<file path="config.mk">
export PLATFORM = sky130hd
export DESIGN_NAME = serial_magnitude_comparator_flat
export DESIGN_NICKNAME = d
export VERILOG_FILES = /design/src/rtl/serial_magnitude_comparator_if.sv /design/src/rtl/serial_magnitude_comparator.sv /design/src/flat_wrapper.sv
export SDC_FILE = /design/constraint.sdc
export NUM_CORES = 1
export LEC_CHECK = 0
export CAP_MARGIN = 20
export CORE_ASPECT_RATIO = 1.1
export CORE_MARGIN = 4
export CORE_UTILIZATION = 35
export CTS_CLUSTER_DIAMETER = 60
export DETAILED_ROUTE_END_ITERATION = 16
export GPL_TIMING_DRIVEN = 0
export SYNTH_ARGS = -nofsm -noshare
export SYNTH_HDL_FRONTEND = slang
export SYNTH_SLANG_ARGS = --single-unit
</file>
<file path="constraint.sdc">
create_clock -name clk -period 8.2 [get_ports clk]
set_clock_uncertainty 0.2 [all_clocks]
set_input_delay 1.64 -clock clk [delete_from_list [all_inputs] [get_ports clk]]
set_output_delay 1.64 -clock clk [all_outputs]
set_load 0.1 [all_outputs]
</file>
<file path="src/rtl/serial_magnitude_comparator_if.sv">
// Operand/result bundle for the serial magnitude comparator.
// The master modport is the operand source and flag consumer. The slave modport is the comparator.
interface serial_magnitude_comparator_if #(
  parameter int NUM_DIGITS = 4,
  parameter int CNT_W      = $clog2(NUM_DIGITS + 1)
);
  localparam int W = 3 * NUM_DIGITS;

  logic             start_valid;
  logic             start_ready;
  logic [W-1:0]     a;
  logic [W-1:0]     b;
  logic             signed_mode;
  logic             abort;
  logic             res_valid;
  logic             res_ready;
  logic             grth;
  logic             lsth;
  logic             eq;
  logic [CNT_W-1:0] digits_used;

  modport master (
    output start_valid, a, b, signed_mode, abort, res_ready,
    input  start_ready, res_valid, grth, lsth, eq, digits_used
  );

  modport slave (
    input  start_valid, a, b, signed_mode, abort, res_ready,
    output start_ready, res_valid, grth, lsth, eq, digits_used
  );
endinterface

</file>
<file path="src/rtl/serial_magnitude_comparator.sv">
// Compares wide operands one 3-bit digit per cycle, starting at the MSB digit.
// It stops at the first unequal digit and reports one-hot flags and the number of digits examined.
module serial_magnitude_comparator #(
  parameter int NUM_DIGITS = 4,
  parameter int CNT_W      = $clog2(NUM_DIGITS + 1)
) (
  input  logic                          clk,
  input  logic                          rst,
  serial_magnitude_comparator_if.slave  bus
);
  localparam int W     = 3 * NUM_DIGITS;
  localparam int IDX_W = (NUM_DIGITS > 1) ? $clog2(NUM_DIGITS) : 1;

  typedef enum logic [1:0] {
    IDLE = 2'd0,
    CMP  = 2'd1,
    DONE = 2'd2
  } state_t;

  state_t           state_q, state_d;
  logic [W-1:0]     a_q, a_d;
  logic [W-1:0]     b_q, b_d;
  logic             signed_q, signed_d;
  logic [IDX_W-1:0] idx_q, idx_d;
  logic             start_ready_q, start_ready_d;
  logic             res_valid_q, res_valid_d;
  logic             grth_q, grth_d;
  logic             lsth_q, lsth_d;
  logic             eq_q, eq_d;
  logic [CNT_W-1:0] digits_used_q, digits_used_d;
  logic [2:0]       dig_a, dig_b;

  always_ff @(posedge clk) begin
    if (rst) begin
      state_q       <= IDLE;
      a_q           <= '0;
      b_q           <= '0;
      signed_q      <= 1'b0;
      idx_q         <= '0;
      start_ready_q <= 1'b1;
      res_valid_q   <= 1'b0;
      grth_q        <= 1'b0;
      lsth_q        <= 1'b0;
      eq_q          <= 1'b0;
      digits_used_q <= '0;
    end else begin
      state_q       <= state_d;
      a_q           <= a_d;
      b_q           <= b_d;
      signed_q      <= signed_d;
      idx_q         <= idx_d;
      start_ready_q <= start_ready_d;
      res_valid_q   <= res_valid_d;
      grth_q        <= grth_d;
      lsth_q        <= lsth_d;
      eq_q          <= eq_d;
      digits_used_q <= digits_used_d;
    end
  end

  // In signed mode, the MSB digit is biased by flipping its sign bit.
  // This lets a single unsigned compare handle both modes.
  always_comb begin
    dig_a = a_q[3*int'(idx_q) +: 3];
    dig_b = b_q[3*int'(idx_q) +: 3];
    if (signed_q && (int'(idx_q) == NUM_DIGITS - 1)) begin
      dig_a[2] = ~dig_a[2];
      dig_b[2] = ~dig_b[2];
    end
  end

  always_comb begin
    state_d       = state_q;
    a_d           = a_q;
    b_d           = b_q;
    signed_d      = signed_q;
    idx_d         = idx_q;
    grth_d        = grth_q;
    lsth_d        = lsth_q;
    eq_d          = eq_q;
    digits_used_d = digits_used_q;

    case (state_q)
      IDLE: begin
        if (bus.start_valid) begin
          a_d      = bus.a;
          b_d      = bus.b;
          signed_d = bus.signed_mode;
          idx_d    = IDX_W'(NUM_DIGITS - 1);
          state_d  = CMP;
        end
      end
      CMP: begin
        if (bus.abort) begin
          idx_d   = '0;
          state_d = IDLE;
        end else if (dig_a > dig_b) begin
          grth_d        = 1'b1;
          digits_used_d = CNT_W'(NUM_DIGITS - int'(idx_q));
          state_d       = DONE;
        end else if (dig_a < dig_b) begin
          lsth_d        = 1'b1;
          digits_used_d = CNT_W'(NUM_DIGITS - int'(idx_q));
          state_d       = DONE;
        end else if (idx_q == '0) begin
          eq_d          = 1'b1;
          digits_used_d = CNT_W'(NUM_DIGITS);
          state_d       = DONE;
        end else begin
          idx_d = idx_q - 1'b1;
        end
      end
      DONE: begin
        if (bus.res_ready) begin
          grth_d        = 1'b0;
          lsth_d        = 1'b0;
          eq_d          = 1'b0;
          digits_used_d = '0;
          state_d       = IDLE;
        end
      end
      default: begin
        state_d = IDLE;
      end
    endcase

    start_ready_d = (state_d == IDLE);
    res_valid_d   = (state_d == DONE);
  end

  assign bus.start_ready = start_ready_q;
  assign bus.res_valid   = res_valid_q;
  assign bus.grth        = grth_q;
  assign bus.lsth        = lsth_q;
  assign bus.eq          = eq_q;
  assign bus.digits_used = digits_used_q;
endmodule

</file>
<file path="src/flat_wrapper.sv">
// flat-port wrapper written by rule: the top's interface ports become plain ports
module serial_magnitude_comparator_flat 
#(
  parameter int NUM_DIGITS = 4,
  parameter int CNT_W      = $clog2(NUM_DIGITS + 1)
)
  (clk, rst, bus_start_valid, bus_a, bus_b, bus_signed_mode, bus_abort, bus_res_ready, bus_start_ready, bus_res_valid, bus_grth, bus_lsth, bus_eq, bus_digits_used);
  serial_magnitude_comparator_if #(.NUM_DIGITS(NUM_DIGITS), .CNT_W(CNT_W)) bus_i ();
  input  logic clk;
  input  logic rst;
  input wire logic [$bits(bus_i.start_valid)-1:0] bus_start_valid;
  input wire logic [$bits(bus_i.a)-1:0] bus_a;
  input wire logic [$bits(bus_i.b)-1:0] bus_b;
  input wire logic [$bits(bus_i.signed_mode)-1:0] bus_signed_mode;
  input wire logic [$bits(bus_i.abort)-1:0] bus_abort;
  input wire logic [$bits(bus_i.res_ready)-1:0] bus_res_ready;
  output wire logic [$bits(bus_i.start_ready)-1:0] bus_start_ready;
  output wire logic [$bits(bus_i.res_valid)-1:0] bus_res_valid;
  output wire logic [$bits(bus_i.grth)-1:0] bus_grth;
  output wire logic [$bits(bus_i.lsth)-1:0] bus_lsth;
  output wire logic [$bits(bus_i.eq)-1:0] bus_eq;
  output wire logic [$bits(bus_i.digits_used)-1:0] bus_digits_used;
  assign bus_i.start_valid = bus_start_valid;
  assign bus_i.a = bus_a;
  assign bus_i.b = bus_b;
  assign bus_i.signed_mode = bus_signed_mode;
  assign bus_i.abort = bus_abort;
  assign bus_i.res_ready = bus_res_ready;
  assign bus_start_ready = bus_i.start_ready;
  assign bus_res_valid = bus_i.res_valid;
  assign bus_grth = bus_i.grth;
  assign bus_lsth = bus_i.lsth;
  assign bus_eq = bus_i.eq;
  assign bus_digits_used = bus_i.digits_used;
  serial_magnitude_comparator #(.NUM_DIGITS(NUM_DIGITS), .CNT_W(CNT_W)) u_core (.clk(clk), .rst(rst), .bus(bus_i));
endmodule
</file>
---- Word level (Yosys, flattened, before mapping) ----
Cells that the tools add are included.
operators by class
  add/sub/neg operators ................... 2
  $mul .................................... 1
  magnitude comparators ................... 2
  equality and inequality tests ........... 16
  shifts and indexed selects .............. 2
  multiplexer cells ....................... 34
  bitwise logic cells ..................... 2
  reduce and logical (&&, ||, !) cells .... 12
operators by type and width
  cell                                                 number
  variable part select 12 x 32 -> 3 bit                2
  two-way mux 2 bit                                    11
  two-way mux 3 bit                                    5
  two-way mux 1 bit                                    12
  != test 2 bit, second input constant                 5
  AND reduction 5 bit                                  2
  != test 3 bit, second input constant                 3
  AND reduction 4 bit                                  2
  zero test 2 bit                                      3
  != test 2 x 1 -> 1 bit, second input constant        3
  one-hot mux 1 bit (2 select lines)                   3
  one-hot mux 2 bit (3 select lines)                   1
  one-hot mux 3 bit (2 select lines)                   1
  AND reduction 6 bit                                  1
  equality test 2 x 1 -> 1 bit, second input constant  2
  equality test 2 bit, second input constant           2
  multiplier 2 x 2 -> 4 bit, first input constant      1
  != test 4 x 1 -> 1 bit, second input constant        1
  one-hot mux 2 bit (2 select lines)                   1
  nonzero test 2 bit                                   2
  > comparator 3 bit                                   1
  < comparator 3 bit                                   1
  subtractor 3 x 2 -> 3 bit, first input constant      1
  NOT 1 bit                                            2
  other kinds (3)                                      3
word-level totals
  flip-flop bits (word level) ............. 37
  input bits .............................. 30
  output and inout port bits .............. 8
  word-level logic and storage cells ...... 82

---- Depth between registers and ports, before layout ----
Gate-level depths: netlist of run 1.
  depth after elaboration ................. 10
  mapped depth ............................ 8
  mapped depth without buffers ............ 8

---- Worst setup path before layout of run 1 ----
No wires, ideal clock.
  kind .................................... reg-to-output
  from .................................... reg u_core.eq_q, in the netlist u_core.bus.eq
  to ...................................... out bus_eq
  data arrival time ....................... 939 ps
  data required time ...................... 6360 ps
  slack ................................... 5421 ps
  stages on the path, launching flop included .. 1
  buffers on the path ..................... 0
  path through ............................ dfxtp_1
RTL lines
  what                    line                               text
  start, declared         serial_magnitude_comparator.sv:29  logic eq_q, eq_d;
  start signal, assigned  serial_magnitude_comparator.sv:56  eq_q <= eq_d;
  end, declared           flat_wrapper.sv:21                 output wire logic [$bits(bus_i.eq)-1:0] bus_eq;
No word-level cell between the ends.

---- Worst setup path after layout of run 1 ----
  from .................................... reg u_core.eq_q, in the netlist u_core.bus.eq
  to ...................................... out bus_eq
No word-level cell between the ends.

==> flow_metrics.tcl, run 1 <==
set metrics [dict create \
    outcome "complete, no violations" \
    whs_endpoint "u_core.b_q[4]" \
    dieArea_mm2 0.00640 \
    tightest_slew_ps 967 \
    critPathArrivalTime_ps 1780 \
    min_path_cells 2 \
    r2r_cells 7 \
    ctsRootBufferMaster "clkbuf_8" \
    r2r_setup_slack_ps 5310 \
    clkSinkCount 37 \
    nets 290 \
    drc_errors 0 \
    die_y_um 83.5 \
    synth.area.top_cells "dfxtp_1, nand2_1, a21oi_1" \
    ys_warn_count 0 \
    hpwl_um 3100 \
    critPathMaxStageDelay_ps 1140 \
    synth_top_area_share_pct 40.8 \
    syn_avg_cell_area_um2 8.72 \
    synth_most_common_cell "nand2_1" \
    peakVddDrop_v 0.0000914 \
    clkTransAtPathRegs_ps 70 \
    num_vias 1540 \
    path_buf_inv 1 \
    cts_resized 0 \
    grt.overflow.total 0 \
    cp_top_family "buffers and inverters" \
    p_leak_uw 0.000842 \
    synth_top_cell_by_area "dfxtp_1" \
    grt_pass1_wl_um 6640 \
    die_w_um 76.6 \
    critPathRequiredTime_ps 6360 \
    worstHoldStart "u_core.b_q[4]" \
    fin_crit_ps 3620 \
    htreeDepth 2 \
    ys_types 39 \
    worstSetupPathType "reg2out" \
    first_pass_iters 4 \
    routed_wl_um 4070 \
    drt_iter0_drc 60 \
    track_usage_pct 13.2 \
    cts_buffers 5 \
    ant_nets 0 \
    cts_tree "built" \
    drive_above_1_share_pct 9.96 \
    crit_fanout 3 \
    worst_hold_path_type "reg2reg" \
    tns_ps 0 \
    crit_slowest_cell "clkdlybuf4s50_1" \
    port_buffers 36 \
    async_reset_ff_share_pct 0 \
    drv_cap 0 \
    hold_viol_final 0 \
    setup_viol 0 \
    totalPowerFinal_uw 509 \
    path_cells "clkdlybuf4s50_1" \
    syn-cell-area_mm2 0.00181 \
    r2r-start "u_core.idx_q[1]" \
    syn_nets 247 \
    clk_latency_ps 290 \
    start_util_pct 36.3 \
    grt_pass1_vias 1425 \
    pwr_density_cell_mw_per_mm2 218 \
    synth_common_cells "nand2_1, dfxtp_1, a21oi_1, ha_1, clkbuf_1" \
    synthToLayoutAreaGrowth_pct 28.8 \
    via_per_inst 4.98 \
    synth_seq_cells 37 \
    synth_edf_count 0 \
    ios 38 \
    synth_flop_cell "dfxtp_1" \
    coreArea_mm2 0.00500 \
    grt_max_degree 12 \
    fmax_mhz 276 \
    post_cts_buffers 0 \
    gp_congestion 0.787 \
    wl_per_cell_um 13.2 \
    slew_viol_final 0 \
    maxSlewHeadroom_pct 35.3 \
    num_rows 27 \
    cts.path.max_buffers 2 \
    postCtsHoldBufs 0 \
    seq_area_frac_synth_pct 40.8 \
    regToRegEndpoint "u_core.bus.digits_used[2]" \
    timing.final.crit_share_pct 44.2 \
    rsz0062_at_grt "no" \
    antenna_cells_inserted 0 \
    antenna_found_initial 0 \
    syn_inst 208 \
    dp_slack_ps 4730 \
    critical_path.endpoint_type "output port" \
    setup_slack_ps 4580 \
    startpoint_type "flop" \
]
## area by class of cell
cell class / count / area [µm²]
multi-input combinational: 152 / 991
inverter: 8 / 30.0
clock buffer: 6 / 82.6
clock inverter: 1 / 7.51
tap: 58 / 72.6
buffer: 11 / 52.6
fill: 503 / 2660
sequential: 37 / 741
timing repair buffer: 36 / 360
## worst max path at each step
stage | startpoint | to | cells past startpoint
final | u_core.bus.eq | bus_eq | 1
after global routing | u_core.bus.eq | bus_eq | 1
after CTS | u_core.bus.eq | bus_eq | 1
after detailed placement | bus_res_ready | u_core.bus.digits_used[1] | 5
after global placement | bus_res_ready | u_core.bus.digits_used[1] | 5
after floorplan | u_core.bus.eq | bus_eq | 0
## layout by cell type, fill, tap and decap left out, drive strengths merged
master / netlist / routed
o32a: 1 / 1
dfxtp: 37 / 37
nor3b: 1 / 1
o211ai: 1 / 1
a31o: 2 / 2
and3: 1 / 1
nor2b: 2 / 2
nand3: 6 / 6
xor2: 1 / 1
mux4: 6 / 6
and2: 2 / 2
ha: 9 / 9
or4: 2 / 2
or3b: 1 / 1
inv: 8 / 8
a32o: 1 / 1
clkinvlp: 0 / 1
nand2b: 4 / 4
or4b: 2 / 2
nor4: 2 / 2
clkbuf: 8 / 14
nand2: 54 / 54
xnor2: 1 / 1
clkdlybuf4s50: 0 / 36
a31oi: 3 / 3
a21oi: 35 / 35
a311oi: 1 / 1
a311o: 1 / 1
or3: 1 / 1
a211oi: 1 / 1
buf: 3 / 3
nor2: 3 / 3
o21ai: 8 / 8
## where the power goes
group	total, µW	internal, µW	switching (µW)	leakage, µW
logic	172	65.5	107	0.000495
registers	205	197	8.56	0.000304
clock network	132	66.4	65.2	0.0000433
## state kept, by name, indices dropped and copies added, names as in the netlist
signal / flops
u_core.bus.res_valid: 1
u_core.bus.start_ready: 1
u_core.signed_q: 1
u_core.idx_q: 2
u_core.b_q: 12
u_core.bus.digits_used: 3
u_core.bus.grth: 1
u_core.bus.lsth: 1
u_core.state_q: 2
u_core.a_q: 12
u_core.bus.eq: 1
## metrics by stage
step	cell area [µm²]	std cells	util, %	hold WS (ps)
floorplan	1810	208	-	233
global placement	2250	302	44.9	241
global route	2340	309	46.7	275
CTS	2340	309	46.7	254
finish	2340	309	46.7	256
detailed placement	2250	302	44.9	244
## cell families after synthesis
kind of cell,count (synthesis),share of synthesized area [%]
and+or+nand+nor,81,22.1
AOI/OAI and AO/OA,54,17.9
xor gates and xnor gates,2,0.966
buffers and inverters,19,4.55
adders and majority gates,9,6.21
muxes,6,7.45
DFF,37,40.8
## routing by layer
layer  wire length, µm  share of wire (%)  up-vias  global-route usage (%)
met5                 0                  0        -                       0
met4                46                1.1        0                    4.12
met3               210                5.2        5                    4.00
met2              2010                 49       34                    22.7
met1              1810                 44      686                    15.6
li1                  -                  -      815                       -
No activity file was read; power rests on OpenSTA's default activity.
==> run 2, diff against run 1 <==
==> constraint.sdc (replaced) <==
create_clock -name clk -period 3 [get_ports clk]
set_clock_uncertainty 0.2 [all_clocks]
set_input_delay 0.6 -clock clk [delete_from_list [all_inputs] [get_ports clk]]
set_output_delay 0.6 -clock clk [all_outputs]
set_load 0.1 [all_outputs]
==> flow_metrics.tcl, run 2 (synthesis gave the netlist of run 1 again) <==
set metrics [dict create \
    critPathArrivalTime_ps 2800 \
    power.switching_uw 494 \
    ant_nets 0 \
    gp_congestion 0.787 \
    pwr_density_cell_mw_per_mm2 596 \
    dieArea_mm2 0.00640 \
    crit_slowest_cell "mux4_2" \
    path_buf_inv 1 \
    postCtsHoldBufs 0 \
    clk_latency_ps 290 \
    antenna_cells_inserted 0 \
    p_comb_share_pct 34.3 \
    num_rows 27 \
    slew_viol_final 0 \
    fmax_mhz 360 \
    num_vias 1556 \
    totalPowerFinal_uw 1400 \
    port_buffers 36 \
    hpwl_um 3100 \
    wl_per_cell_um 13.2 \
    cts.path.max_buffers 2 \
    p_clk_share_pct 25.5 \
    synthToLayoutAreaGrowth_pct 29.2 \
    critPathMaxStageDelay_ps 530 \
    timing.final.crit_share_pct 92.7 \
    ios 38 \
    critical_path.endpoint_type "flop" \
    antenna_found_initial 0 \
    mostFrequentLayoutCell "nand2_1" \
    tightest_slew_ps 967 \
    grt.overflow.total 0 \
    p_sw_share_pct 35.4 \
    crit_fanout 9 \
    worstSetupPathType "reg2reg" \
    p_leak_uw 0.000849 \
    htreeDepth 2 \
    cell_internal_pwr_uw 902 \
    clkSinkCount 37 \
    cts_tree "built" \
    rsz0062_at_grt "no" \
    drc_errors 0 \
    layout_common_cells "nand2_1, dfxtp_1, clkdlybuf4s50_1, a21oi_1, ha_1" \
    grt_pass1_vias 1425 \
    fin_crit_ps 2780 \
    r2r_setup_slack_ps 220 \
    postLayoutCellArea_mm2 0.00234 \
    die_y_um 83.5 \
    clkTransAtPathRegs_ps 70 \
    routed_wl_um 4080 \
    die_w_um 76.6 \
    worst_hold_path_type "reg2reg" \
    ctsRootBufferMaster "clkbuf_8" \
    tns_ps 0 \
    first_pass_iters 4 \
    setup_viol 0 \
    start_util_pct 36.3 \
    track_usage_pct 13.2 \
    setup_slack_ps 220 \
    drt_iter0_drc 59 \
    path_cells "buf_4 > mux4_2 > xnor2_1 > ha_1 > nor3b_4 > nor2_1 > or4b_1 > a21oi_1" \
    placed_area_mm2 0.00225 \
    instances_no_fill 309 \
    grt_pass1_wl_um 6640 \
    drv_cap 0 \
    p_seq_share_pct 40.2 \
    coreArea_mm2 0.00500 \
    dp.cells 302 \
    cts_buffers 5 \
    cp_top_family "simple AND/OR/NAND/NOR gates" \
    critPathRequiredTime_ps 3020 \
    drive_above_1_share_pct 10.8 \
    grt_max_degree 12 \
    outcome "complete, no violations" \
    dp_slack_ps 91.5 \
    startpoint_type "flop" \
    maxSlewHeadroom_pct 35.3 \
    hold_viol_final 0 \
    via_per_inst 5.04 \
    peakVddDrop_v 0.000250 \
    nets 290 \
    post_cts_buffers 0 \
]
[run 2: final timing paths]
kind,depth (start not counted),start,end
setup / recovery,8,u_core.idx_q[0],u_core.bus.digits_used[1]
hold / removal,2,u_core.b_q[4],u_core.b_q[4]
setup reg to reg,8,u_core.idx_q[0],u_core.bus.digits_used[1]
hold reg to reg,2,u_core.b_q[4],u_core.b_q[4]
[run 2: area by class of cell]
type / count / area [µm²]
plain buffers: 11 / 53.8
fillers: 503 / 2660
inverters: 8 / 30.0
flip-flops and latches: 37 / 741
well taps: 58 / 72.6
clock buffers: 6 / 82.6
multi-input cells: 152 / 996
clock inverters: 1 / 7.51
repair buffers: 36 / 360
[run 2: power by group through the flow]
stage / Sequential, µW / Combinational [µW] / Clock [µW]
finish: 561 / 478 / 356
global route: 566 / 525 / 389
CTS: 562 / 475 / 367
detailed placement: 573 / 473 / 0
global placement: 572 / 470 / 0
floorplan: 660 / 256 / 0
[run 2: repair_timing]
action	CTS	global route
hold endpoints to repair	0	0
gates resized for setup	0	4
endpoints found under the setup margin	0	4
[run 2: through the flow]
step           hold WS [ps]  utilization (%)
6_report                256             46.9
2_1_floorplan           233                -
3_3_place_gp            241             44.9
3_5_place_dp            244             44.9
4_1_cts                 254             46.7
5_1_grt                 275             46.9
[run 2: worst reg2reg max path, stage by stage, from the launching register on]
cell and delay [ps]:
dfxtp_1 340, buf_4 200, mux4_2 540, xnor2_1 140, ha_1 260, nor3b_4 270
nor2_1 110, or4b_1 500, a21oi_1 150
[run 2: routing by layer]
metal / global-route usage (%) / up-vias / share of wire (%)
met1: 15.6 / 700 / 44
met2: 22.7 / 39 / 49
li1: - / 812 / -
met3: 4.00 / 5 / 5.3
met5: 0 / - / 0
met4: 4.12 / 0 / 0.98
